**src/rtl/lieat_general_pkg.sv**
```systemverilog
// Shared definitions for the lieat_general FIFO family.
//   clog2     : ceiling log2 used for width derivation.
//   width_for : bits needed to hold 0..n-1, never narrower than one bit.
//   FIFO_BYPASS_EN : compile-time switch driven by macro LIEAT_FIFO_BYPASS_EN
//                    (undefined by default, which leaves the bypass path out).
package lieat_general_pkg;

`ifdef LIEAT_FIFO_BYPASS_EN
    localparam bit FIFO_BYPASS_EN = 1'b1;
`else
    localparam bit FIFO_BYPASS_EN = 1'b0;
`endif

    // Ceiling log2; clog2(0) and clog2(1) both return 0.
    function automatic int unsigned clog2(input int unsigned n);
        int unsigned r;
        r = 0;
        for (int unsigned i = 0; i < 32; i++) begin
            if ((64'd1 << i) < 64'(n)) begin
                r = i + 1;
            end
        end
        return r;
    endfunction

    // Field width for values 0..n-1, clamped so degenerate sizes still get one bit.
    function automatic int unsigned width_for(input int unsigned n);
        return (clog2(n) == 0) ? 1 : clog2(n);
    endfunction

endpackage

```
**src/rtl/lieat_general_fifo_ptr.sv**
```systemverilog
// Wrapping binary pointer, 0..DP-1, for FIFO depths that need not be powers of two.
// Ports:
//   clk : clock
//   rst : synchronous active-high reset to 0
//   clr : synchronous clear to 0 (flush)
//   en  : advance by one, wrapping DP-1 -> 0
//   ptr : current pointer value
module lieat_general_fifo_ptr
    import lieat_general_pkg::*;
#(
    parameter  int unsigned DP = 8,
    localparam int unsigned PW = width_for(DP)
) (
    input  logic          clk,
    input  logic          rst,
    input  logic          clr,
    input  logic          en,
    output logic [PW-1:0] ptr
);

    // Explicit wrap compare so non-power-of-two depths cycle correctly.
    always_ff @(posedge clk) begin
        if (rst || clr) begin
            ptr <= '0;
        end else if (en) begin
            ptr <= (ptr == PW'(DP - 1)) ? '0 : ptr + PW'(1);
        end
    end

endmodule

```
**src/rtl/lieat_general_fifo_flex.sv**
```systemverilog
// Parametrised synchronous FIFO with occupancy count, almost-full/almost-empty
// flags, synchronous flush and an optional zero-latency bypass path
// (compile-time macro LIEAT_FIFO_BYPASS_EN, off by default).
// Ports:
//   clk, rst          : clock, synchronous active-high reset
//   flush             : synchronous discard of all entries
//   i_valid/i_ready/i_data : write side handshake
//   o_valid/o_ready/o_data : read side handshake (o_data masked when MASK=1)
//   count             : entries held, 0..DP
//   empty/full        : count==0 / count==DP
//   almost_full       : count >= AF_LVL
//   almost_empty      : count <= AE_LVL
// DP=0 builds a plain wire passthrough with constant flags.
module lieat_general_fifo_flex
    import lieat_general_pkg::*;
#(
    parameter  int unsigned DP     = 8,
    parameter  int unsigned DW     = 32,
    parameter  int unsigned AF_LVL = (DP > 0) ? DP - 1 : 0,
    parameter  int unsigned AE_LVL = 1,
    parameter  bit          MASK   = 1'b1,
    localparam int unsigned CW     = width_for(DP + 1)
) (
    input  logic          clk,
    input  logic          rst,
    input  logic          flush,
    input  logic          i_valid,
    output logic          i_ready,
    input  logic [DW-1:0] i_data,
    output logic          o_valid,
    input  logic          o_ready,
    output logic [DW-1:0] o_data,
    output logic [CW-1:0] count,
    output logic          empty,
    output logic          full,
    output logic          almost_full,
    output logic          almost_empty
);

    if (DP == 0) begin : g_wire
        // No storage: handshake and data go straight through.
        assign o_valid      = i_valid;
        assign i_ready      = o_ready;
        assign o_data       = i_data;
        assign count        = '0;
        assign empty        = 1'b1;
        assign full         = 1'b0;
        assign almost_empty = 1'b1;
        assign almost_full  = 1'b0;
    end else begin : g_fifo
        localparam int unsigned PW = width_for(DP);

        logic [DW-1:0] mem [DP];
        logic [PW-1:0] wptr;
        logic [PW-1:0] rptr;
        logic          blk;
        logic          push;
        logic          pop;
        logic          byp_take;
        logic          wr_en;
        logic          rd_en;
        logic [DW-1:0] raw_data;

        // Reset and flush both block any handshake in their cycle.
        assign blk = rst | flush;

        // Flags come only from the registered count.
        assign empty        = (count == '0);
        assign full         = (count == CW'(DP));
        assign almost_full  = (32'(count) >= AF_LVL);
        assign almost_empty = (32'(count) <= AE_LVL);

        // A full FIFO still accepts a write in a cycle that pops.
        assign i_ready = ~blk & (~full | o_ready);
        assign push    = i_valid & i_ready;
        assign pop     = o_valid & o_ready;

        if (FIFO_BYPASS_EN) begin : g_byp
            logic byp_sel;
            // While empty the head is the incoming word itself.
            assign byp_sel  = empty & ~blk;
            assign o_valid  = byp_sel ? i_valid : (~blk & ~empty);
            assign raw_data = byp_sel ? i_data : mem[rptr];
            // Word handed straight to the consumer never touches storage.
            assign byp_take = byp_sel & push & pop;
        end else begin : g_nobyp
            assign o_valid  = ~blk & ~empty;
            assign raw_data = mem[rptr];
            assign byp_take = 1'b0;
        end

        assign wr_en  = push & ~byp_take;
        assign rd_en  = pop & ~byp_take;
        assign o_data = (MASK && !o_valid) ? '0 : raw_data;

        // Data storage, intentionally without reset.
        always_ff @(posedge clk) begin
            if (wr_en) begin
                mem[wptr] <= i_data;
            end
        end

        lieat_general_fifo_ptr #(.DP(DP)) u_wptr (
            .clk (clk),
            .rst (rst),
            .clr (flush),
            .en  (wr_en),
            .ptr (wptr)
        );

        lieat_general_fifo_ptr #(.DP(DP)) u_rptr (
            .clk (clk),
            .rst (rst),
            .clr (flush),
            .en  (rd_en),
            .ptr (rptr)
        );

        // Occupancy: simultaneous read and write leave it unchanged.
        always_ff @(posedge clk) begin
            if (rst || flush) begin
                count <= '0;
            end else if (wr_en && !rd_en) begin
                count <= count + CW'(1);
            end else if (rd_en && !wr_en) begin
                count <= count - CW'(1);
            end
        end
    end

endmodule

```
**config.mk**
```make
export PLATFORM = sky130hd
export DESIGN_NAME = lieat_general_fifo_flex
export DESIGN_NICKNAME = d
export VERILOG_FILES = /design/src/rtl/lieat_general_pkg.sv /design/src/rtl/lieat_general_fifo_ptr.sv /design/src/rtl/lieat_general_fifo_flex.sv
export SDC_FILE = /design/constraint.sdc
export NUM_CORES = 1
export LEC_CHECK = 0
export CORE_ASPECT_RATIO = 1.1
export CORE_MARGIN = 5
export CORE_UTILIZATION = 62
export CTS_CLUSTER_SIZE = 40
export DETAILED_ROUTE_END_ITERATION = 10
export PLACE_DENSITY = 0.84
export REMOVE_ABC_BUFFERS = 1
export SETUP_SLACK_MARGIN = 0.4
export SYNTH_ARGS = -nofsm -noshare
export SYNTH_HDL_FRONTEND = slang
export SYNTH_HIERARCHICAL = 1
export SYNTH_SLANG_ARGS = --single-unit
```
**constraint.sdc**
```tcl
create_clock -name clk -period 11.9 [get_ports clk]
set_clock_uncertainty 0.2 [all_clocks]
set_input_delay 2.975 -clock clk [delete_from_list [all_inputs] [get_ports clk]]
set_output_delay 2.975 -clock clk [all_outputs]
set_load 0.03 [all_outputs]
```
# After elaboration in Yosys (flattened, before gate mapping)
# Memory sizes are Yosys's and may differ from the RTL's. A register that Yosys moved wholly into a read port is not among the register bits.
# Cells that the tools add are included.
totals:
  register_bits: 10
  ram_bits: 256
  inputBits: 37
  output_inout_bits: 42
  elab_cells: 38
  memories: 1
mem_list:
  columns: ["name", "words", "word_bits", "rd", "rd_ports_with_merged_regs", "wr", "line_no", "source"]
  rows:
  - ["g_fifo.mem", 8, 32, 1, 1, 1, "lieat_general_fifo_flex.sv:53", "logic [DW-1:0] mem [DP];"]
op_classes:
  n_addsub: 4
  order_cmp: 2
  n_eq_ne: 3
  n_mux: 9
  bitwise: 9
  reduce_logical: 7
ops:
  columns: ["cell", "count"]
  rows:
  - ["$mux W32", 1]
  - ["$mux W3", 4]
  - ["$mux W4", 2]
  - ["$add A3 B1 Y3 const B", 2]
  - ["$eq A3 B3 Y1 const B", 2]
  - ["$add A4 B1 Y4 const B", 1]
  - ["$and A1 B1 Y1", 4]
  - ["$eq A4 B4 Y1 const B", 1]
  - ["$ge A4 B3 Y1 const B", 1]
  - ["$le A4 B1 Y1 const B", 1]
  - ["$logic_not A4 Y1", 1]
  - ["$sub A4 B1 Y4 const B", 1]
  - ["$not A1 Y1", 3]
  - ["$logic_and A1 B1 Y1", 2]
  - ["$logic_not A1 Y1", 2]
  - ["$mux W1", 2]
  - ["$or A1 B1 Y1", 2]
  - ["$reduce_bool A2 Y1", 1]
  - ["$logic_or A1 B1 Y1", 1]

# Logic depth before layout (Yosys ltp)
# Gate-level depths: netlist (run 1).
logic_depth:
  depth_word: 9
  depth_mapped: 9
  mapped_depth_nobuf: 9

# Modules after synthesis
# The synthesis (run 1) kept the hierarchy.
modules_own_cells:
  columns: ["mod", "n_inst", "cells_each", "area_each_um2", "seq_area_each_um2"]
  rows:
  - ["lieat_general_fifo_flex", 1, 427, 9933.3, 7767.4]
  - ["lieat_general_fifo_ptr", 2, 13, 148.9, 60.1]

# Worst setup path after synthesis (run 1)
# Ideal clock, no wire load.
synth_timing:
  path_kind: "input to output"
  from: "input flush"
  to: "output o_data[11]"
  t_arrival_ns: 4.187
  required_time_ns: 8.725
  setup_slack_ns: 4.538
  cell_stages: 5
  path_buffers: 2
  path_cell_list: "or2_0 > clkbuf_1 > nor3_2 > clkbuf_1 > a22o_1"
synth_between:
  elab_chain_cells: 4
synth_lines:
  columns: ["element", "line_no", "source"]
  rows:
  - ["start, declared", "lieat_general_fifo_flex.sv:26", "input logic flush,"]
  - ["$or A1 B1 Y1", "lieat_general_fifo_flex.sv:65", "assign blk = rst | flush;"]
  - ["$not A1 Y1", "lieat_general_fifo_flex.sv:87", "assign o_valid = ~blk & ~empty;"]
  - ["$and A1 B1 Y1", "lieat_general_fifo_flex.sv:87", null]
  - ["$mux W32", "lieat_general_fifo_flex.sv:94", "assign o_data = (MASK && !o_valid) ? '0 : raw_data;"]
  - ["end, declared", "lieat_general_fifo_flex.sv:32", "output logic [DW-1:0] o_data,"]
# No other way between the ends.

# Worst setup path after layout (run 1)
layout_timing:
  from: "input flush"
  to: "output o_data[1]"
# The elaborated chain is that of the path after synthesis.

==> Implementation_results.wiki, run 1 <==
{| class="wikitable"
! Metric !! Value
|-
| Dpl cell area || ~0.011 mm²
|-
| Worst Hold Margin || approximately 350 ps
|-
| Static power due to leakage || between 3 and 4 nW
|-
| Data arrival time of the critical path || 5690 ps
|-
| Setup Crit Path Kind || primary input to primary output
|-
| Share of synthesized area occupied by flip-flops and latches || between 70% and 80%
|-
| Final hold viol count || 0
|-
| Maximum clock path buffer count || 3
|-
| Number of global-route vias before repair || around 5400
|-
| Post_cts resized || 0
|-
| Peak supply drop || 126 µV
|-
| Startpoint kind of the worst setup timing path || primary input
|-
| P per Cell Area || ~150 mW/mm²
|-
| TritonCTS clock tree || done
|-
| Worst-skew pair later-pin latency || between 500 and 600 ps
|-
| Effective utilization at floorplan || about 63%
|-
| Width of the chip || around 130 µm
|-
| Most common library cell in the layout ignoring fill and taps || sky130_fd_sc_hd__edfxtp_1
|-
| Detailed-route via count || about 5000
|-
| Shortest period the worst path allows || 8860 ps
|-
| Fin crit share || between 70 and 80%
|-
| Number of H-tree branching levels || 1
|-
| Per-cell via count in the routed design || between 6 and 7
|-
| First-pass iteration count of the detailed router || 5
|-
| Area growth from synthesis to layout || 18.2%
|-
| Full die area || 0.0192 mm²
|-
| Count of pins on the block boundary || between 70 and 80
|-
| Number of cell rows || a little under 50
|-
| Max capacitance violation total || 0
|-
| Max Fanout on Critical Path || 32
|-
| Setup repair after global routing missed its margin || false
|-
| Starting DRC count in detailed routing || 453
|-
| Number of failing setup endpoints in the final timing report || 0
|-
| Hold-fix buffer count after cts || 0
|-
| Highest-count cells in the layout ignoring fill and taps || sky130_fd_sc_hd__edfxtp_1, sky130_fd_sc_hd__clkdlybuf4s50_1, sky130_fd_sc_hd__mux4_2
|-
| Type of destination of the critical path || primary output
|-
| TritonCTS buffer count || 24
|-
| Clock transition at the registers of the reported paths || 70 ps
|-
| First-pass GRT wire length || about 32 mm
|-
| Syn Area/Cell || ~23 µm²
|-
| Number of setup buffers added after CTS || 0
|-
| Critical path data required time || about 8700 ps
|-
| Sink Count || ~270
|-
| Maximum number of pins on one net before global-route repair || between 50 and 60
|-
| Setup TNS after final layout || 0 ps
|-
| Root buf cell || sky130_fd_sc_hd__clkbuf_16
|-
| Number of routed nets with antenna violations || 0
|-
| Register bit total from synthesis || between 200 and 300
|-
| Layout Cell Area excl Fill || approximately 0.012 mm²
|-
| Final-report max-slew violation count || 0
|-
| Total routing usage reported by global routing || approximately 22%
|-
| Top achievable clock speed || between 0.1 and 0.15 GHz
|-
| Wire length per cell || 27.2 µm
|-
| Post-Route WL || 21.0 mm
|-
| Final core area utilization || between 70% and 80%
|-
| Post-Synthesis Cell Area || approximately 0.010 mm²
|-
| Kind of path behind the tightest hold check || flip-flop to flip-flop
|-
| Outcome || complete, no violations
|-
| Cell variety after synth || 36
|-
| Count of synthesis-stage warnings from yosys || 6
|-
| Number of buffers inserted by port buffering || slightly below 80
|-
| Initial antenna violation count || 1
|-
| Aggregate global routing overflow || 0
|-
| Die outline height || 145 µm
|-
| Total number of nets in the final design || around 600
|-
| Sum of net half-perimeters after detailed placement || between 10 and 15 mm
|-
| Worst slew slack as a fraction of its limit || between 30 and 40%
|-
| Count of mapped cells out of synthesis || approximately 450
|-
| Final RePlAce weighted congestion || roughly 0.73
|-
| Layout cell share with drive strength beyond 1 || a little under a quarter
|-
| Tightest Pin Transition || ~1000 ps
|-
| # DRC || 0
|-
| Core region area || 0.0163 mm²
|}
[layout make-up]
class	instances	area [µm²]
Multi-Input combinational cell	164	2290
Sequential cell	266	7890
Tap cell	204	255
Timing Repair Buffer	90	871
Clock inverter	16	138
Fill cell	913	4210
Clock buffer	27	633
Antenna cell	1	2.50
Inverter	2	7.51
[routing by layer]
metal / wire (µm) / vias up / track usage, % / part of all wire [%]
met5: 0 / - / 0 / 0
met4: 408 / 0 / 7.11 / 1.9
met3: 1460 / 27 / 3.60 / 7.0
met2: 11000 / 247 / 39.4 / 53
met1: 8090 / 2592 / 29.7 / 39
li1: - / 2126 / - / -
[synthesized netlist by cell type]
cell type	n	area, µm²
sky130_fd_sc_hd__xor2_1	1	8.76
sky130_fd_sc_hd__or3b_2	1	8.76
sky130_fd_sc_hd__nor3b_2	2	25.0
sky130_fd_sc_hd__edfxtp_1	256	7690
sky130_fd_sc_hd__nor3_2	1	10.0
sky130_fd_sc_hd__and3b_1	1	8.76
sky130_fd_sc_hd__nand4bb_1	1	11.3
sky130_fd_sc_hd__clkbuf_1	3	11.3
sky130_fd_sc_hd__a211oi_2	2	25.0
sky130_fd_sc_hd__or2_0	1	6.26
sky130_fd_sc_hd__a21o_1	1	7.51
sky130_fd_sc_hd__buf_4	3	22.5
sky130_fd_sc_hd__ha_1	8	100
sky130_fd_sc_hd__xnor2_1	1	8.76
sky130_fd_sc_hd__nand2b_1	4	25.0
sky130_fd_sc_hd__inv_1	2	7.51
sky130_fd_sc_hd__o21ai_0	2	10.0
sky130_fd_sc_hd__nand2_1	3	11.3
sky130_fd_sc_hd__nor2_1	11	41.3
sky130_fd_sc_hd__and2_1	2	12.5
sky130_fd_sc_hd__a2111o_1	1	11.3
sky130_fd_sc_hd__dfxtp_1	10	200
sky130_fd_sc_hd__a22o_1	32	280
sky130_fd_sc_hd__mux4_2	64	1440
sky130_fd_sc_hd__or3_1	1	6.26
sky130_fd_sc_hd__or4_1	1	7.51
sky130_fd_sc_hd__buf_2	15	75.1
sky130_fd_sc_hd__a21oi_1	2	10.0
sky130_fd_sc_hd__nor3_1	5	25.0
sky130_fd_sc_hd__and3_1	1	6.26
sky130_fd_sc_hd__or3b_1	2	17.5
sky130_fd_sc_hd__nand4_1	1	6.26
sky130_fd_sc_hd__mux2i_1	4	40.0
sky130_fd_sc_hd__a211oi_1	2	15.0
sky130_fd_sc_hd__nand3b_1	4	30.0
sky130_fd_sc_hd__nand3_1	2	10.0
[metrics by stage]
stage	cells	worst slack [ps]	total power (W)
after detailed placement	726	3050	0.00111
after global routing	770	2970	0.00190
after global placement	726	3150	0.00111
after floorplan	432	3950	0.00108
final	770	3040	0.00184
after CTS	769	3050	0.00186
[sequential cells by signal (all words and copies together), names as in the netlist]
name               count
g_fifo.mem           256
g_fifo.u_wptr/ptr      3
g_fifo.u_rptr/ptr      3
count                  4
[worst paths after layout]
path	startpoint	end	slack, ps	depth (start not counted)
worst max-delay path	flush	o_data[1]	3040	6
worst min-delay path	g_fifo.u_wptr/ptr[1]	g_fifo.u_wptr/ptr[1]	350	2
worst max register to register	count[0]	g_fifo.mem[3][9]	8890	6
worst min register to register	g_fifo.u_wptr/ptr[1]	g_fifo.u_wptr/ptr[1]	350	2
[cells by family after synthesis]
family	Yosys count	synth area share [%]
flip-flops	266	77.1
multiplexers	68	14.5
AND/OR/NAND/NOR	44	2.63
AO/OA/AOI/OAI	42	3.51
buffers and inverters	23	1.14
adder cells (fa/ha/maj)	8	0.978
XOR/XNOR	2	0.171
[worst max-delay path, cell delays in order]
cell	delay (ps)
sky130_fd_sc_hd__clkdlybuf4s50_1	570
sky130_fd_sc_hd__or2_0	470
sky130_fd_sc_hd__nor3b_4	230
sky130_fd_sc_hd__buf_4	440
sky130_fd_sc_hd__a22o_1	280
sky130_fd_sc_hd__clkdlybuf4s50_1	690
[where the power goes]
part,leakage [nW],switching (W),internal (W)
sequential,2.39,0.00000224,0.00103
combinational,0.973,0.0000338,0.0000259
clock,0.367,0.000326,0.000427
No activity file was read; power rests on OpenSTA's default activity.
==> inputs of run 2 (changes only) <==
--- a/config.mk
+++ b/config.mk
@@ -7,10 +7,10 @@
 export LEC_CHECK = 0
 export CORE_ASPECT_RATIO = 1.1
 export CORE_MARGIN = 5
-export CORE_UTILIZATION = 62
+export CORE_UTILIZATION = 52
 export CTS_CLUSTER_SIZE = 40
 export DETAILED_ROUTE_END_ITERATION = 10
-export PLACE_DENSITY = 0.84
+export PLACE_DENSITY = 0.75
 export REMOVE_ABC_BUFFERS = 1
 export SETUP_SLACK_MARGIN = 0.4
 export SYNTH_ARGS = -nofsm -noshare
==> constraint.sdc (replaced) <==
create_clock -name clk -period 7.44 [get_ports clk]
set_clock_uncertainty 0.2 [all_clocks]
set_input_delay 1.86 -clock clk [delete_from_list [all_inputs] [get_ports clk]]
set_output_delay 1.86 -clock clk [all_outputs]
set_load 0.03 [all_outputs]
==> Implementation_results.wiki, run 2 (same netlist as run 1, synthesis figures left out) <==
{| class="wikitable"
! Metric !! Value
|-
| Setup Crit Path Kind || primary input to primary output (unchanged)
|-
| Area of combinational cells with multiple inputs || 0.00229 mm² (unchanged)
|-
| Number of antenna diodes || 0 (was 1)
|-
| Worst-skew pair later-pin latency || 510 ps (about the same)
|-
| Post-Route WL || 19.6 mm (was 21.0 mm)
|-
| TritonCTS buffer count || 25 (was 24)
|-
| Setup TNS after final layout || 0 ps (unchanged)
|-
| Reg-to-reg critical path endpoint || count[3] (was g_fifo.mem[3][9])
|-
| Number of routed nets with antenna violations || 0 (unchanged)
|-
| Highest-count cells in the layout ignoring fill and taps || sky130_fd_sc_hd__edfxtp_1, sky130_fd_sc_hd__clkdlybuf4s50_1, sky130_fd_sc_hd__mux4_2 (unchanged)
|-
| First-pass GRT wire length || 30.6 mm (was 32.1 mm)
|-
| Initial antenna violation count || 0 (was 1)
|-
| Aggregate global routing overflow || 0 (unchanged)
|-
| Biggest regs || g_fifo.mem: 256 flops, count: 4 flops (unchanged)
|-
| Placed cell count || 768 (was 726)
|-
| Die outline height || 157 µm (was 145 µm)
|-
| Capture point of the critical path || o_data[4] (was o_data[1])
|-
| Layout cell share with drive strength beyond 1 || 22.6% (was 22.7%)
|-
| Startpoint kind of the worst setup timing path || primary input (unchanged)
|-
| Width of the chip || 144 µm (was 132 µm)
|-
| Setup repair after global routing missed its margin || false (unchanged)
|-
| Count of pins on the block boundary || 79 (unchanged)
|-
| Core region area || 0.0192 mm² (was 0.0163 mm²)
|-
| Final hold viol count || 0 (unchanged)
|-
| Max capacitance violation total || 0 (unchanged)
|-
| Root buf cell || sky130_fd_sc_hd__clkbuf_16 (unchanged)
|-
| Dpl cell area || 0.0114 mm² (was 0.0113 mm²)
|-
| Full die area || 0.0226 mm² (was 0.0192 mm²)
|-
| Number of setup buffers added after CTS || 0 (unchanged)
|-
| Register-to-register setup slack || 4620 ps (was 8890 ps)
|-
| Final RePlAce weighted congestion || 0.740 (was 0.728)
|-
| Starting DRC count in detailed routing || 362 (was 453)
|-
| TritonCTS clock tree || done (unchanged)
|-
| Effective utilization at floorplan || 53.2% (was 62.7%)
|-
| Shortest period the worst path allows || 6610 ps
|-
| P per Cell Area || 252 mW/mm² (was 153 mW/mm²)
|-
| Final-report max-slew violation count || 0 (unchanged)
|-
| Number of buffers inserted by port buffering || 78 (unchanged)
|-
| Total routing usage reported by global routing || 18.0% (was 22.5%)
|-
| Kind of cell with the highest combined delay on the critical path || buffers and inverters (unchanged)
|-
| Top achievable clock speed || ~0.15 GHz
|-
| Cell repeated most along the worst path || sky130_fd_sc_hd__clkdlybuf4s50_1 (unchanged)
|-
| Logic depth of the worst register-to-register path || 9 (was 6)
|-
| Total number of nets in the final design || 593 (unchanged)
|-
| # DRC || 0 (unchanged)
|-
| Number of global-route vias before repair || 5326 (was 5351)
|-
| Critical path data required time || 5380 ps (was 8730 ps)
|-
| Detailed-route via count || 4868 (was 4992)
|-
| Maximum clock path buffer count || 3 (unchanged)
|-
| Fin crit share || about nine tenths
|-
| Startpoint of the most critical setup path || flush (unchanged)
|-
| Tightest Pin Transition || 998 ps (was 989 ps)
|-
| PnR worst setup slack || 834 ps (was 3040 ps)
|-
| Combined flip-flop and latch cell area || 0.00790 mm² (was 0.00789 mm²)
|-
| Sum of net half-perimeters after detailed placement || 10.5 mm (was 10.9 mm)
|-
| Worst slew slack as a fraction of its limit || 33.5% (was 34.1%)
|-
| Static power due to leakage || 3.79 nW (was 3.73 nW)
|-
| Largest stage delay on the critical path || 690 ps (about the same)
|-
| Critical-path cell list || clkdlybuf4s50_1 > or2_0 > nor3b_4 > buf_4 > a22o_1 > clkdlybuf4s50_1 (unchanged)
|-
| Wire length per cell || 24.1 µm (was 27.2 µm)
|-
| Per-cell via count in the routed design || 5.98 (was 6.48)
|-
| Number of H-tree branching levels || 1 (unchanged)
|-
| Peak supply drop || 232 µV (was 126 µV)
|-
| Number of cell rows || 53 (was 49)
|-
| Maximum number of pins on one net before global-route repair || 67 (was 51)
|-
| Most flop-heavy register || g_fifo.mem (unchanged)
|-
| Sink Count || 266 (unchanged)
|-
| Number of stages on the worst setup path || 6 (unchanged)
|-
| Number of filler cells placed in the layout || 1276 (was 913)
|-
| Setup slack after placement || 856 ps (was 3050 ps)
|-
| Post_cts resized || 0 (unchanged)
|-
| Layout Cell Area excl Fill || 0.0122 mm² (was 0.0121 mm²)
|-
| Outcome || complete, no violations (unchanged)
|-
| Number of failing setup endpoints in the final timing report || 0 (unchanged)
|-
| Hold-fix buffer count after cts || 0 (unchanged)
|-
| Data arrival time of the critical path || 4550 ps (was 5690 ps)
|-
| Kind of path behind the tightest hold check || flip-flop to flip-flop (unchanged)
|-
| Most common library cell in the layout ignoring fill and taps || sky130_fd_sc_hd__edfxtp_1 (unchanged)
|-
| Fin cells || 814 (was 770)
|-
| Max Fanout on Critical Path || 32 (unchanged)
|-
| Buffers & Inverters on Critical Path || 3 (unchanged)
|-
| Area growth from synthesis to layout || 19.7% (was 18.2%)
|-
| First-pass iteration count of the detailed router || 4 (was 5)
|-
| Worst reg2reg path startpoint || count[0] (unchanged)
|-
| Master of the slowest instance on the critical path || sky130_fd_sc_hd__clkdlybuf4s50_1 (unchanged)
|-
| Type of destination of the critical path || primary output (unchanged)
|-
| Clock transition at the registers of the reported paths || 60 ps (was 70 ps)
|-
| Number of flip-flops in the largest register || 256 (unchanged)
|}
[run 2: metal layers]
layer / share of wire [%] / vias to the layer above / global-route usage, %
met5: 0 / - / 0
met4: 1.3 / 0 / 3.81
met3: 6.3 / 22 / 3.28
met2: 52 / 147 / 30.7
met1: 40 / 2570 / 24.7
li1: - / 2129 / -
[run 2: worst min path at each step]
stage / slack [ps] / endpoint / start / cells after the start
2_1_floorplan: 270 / g_fifo.u_wptr/ptr[1] / g_fifo.u_wptr/ptr[1] / 2
3_3_place_gp: 310 / g_fifo.u_wptr/ptr[1] / g_fifo.u_wptr/ptr[1] / 2
3_5_place_dp: 320 / g_fifo.u_wptr/ptr[1] / g_fifo.u_wptr/ptr[1] / 2
4_1_cts: 330 / g_fifo.u_wptr/ptr[1] / g_fifo.u_wptr/ptr[1] / 2
5_1_grt: 370 / g_fifo.u_wptr/ptr[1] / g_fifo.u_wptr/ptr[1] / 2
6_report: 330 / g_fifo.u_wptr/ptr[1] / g_fifo.u_wptr/ptr[1] / 2
[run 2: final cells by class]
cell class / instances / share of cell area (%)
clock buffer: 30 / 5.26
clock inverter: 16 / 1.87
inverter: 2 / 0.0613
multi-input combinational: 164 / 18.7
sequential: 266 / 64.5
tap: 247 / 2.52
timing repair buffer: 89 / 7.05
[run 2: per-stage QoR]
| stage | power [W] | hold slack (ps) | util (%) |
|---|---|---|---|
| global route | 0.00319 | 370 | 63.7 |
| finish | 0.00309 | 335 | 63.7 |
| floorplan | 0.00172 | 270 | - |
| global placement | 0.00177 | 310 | 59.1 |
| CTS | 0.00311 | 334 | 63.7 |
| detailed placement | 0.00178 | 318 | 59.1 |
[run 2: power by group]
group / switching, W / total, W / internal (W)
sequential: 0.00000401 / 0.00165 / 0.00165
clock: 0.000516 / 0.00134 / 0.000826
combinational: 0.0000518 / 0.0000931 / 0.0000414
[run 2: tightest hold or removal path, cell delays in order (launching register included)]
cell	delay, ps
sky130_fd_sc_hd__dfxtp_1	340
sky130_fd_sc_hd__nand2b_1	80
sky130_fd_sc_hd__a211oi_1	60
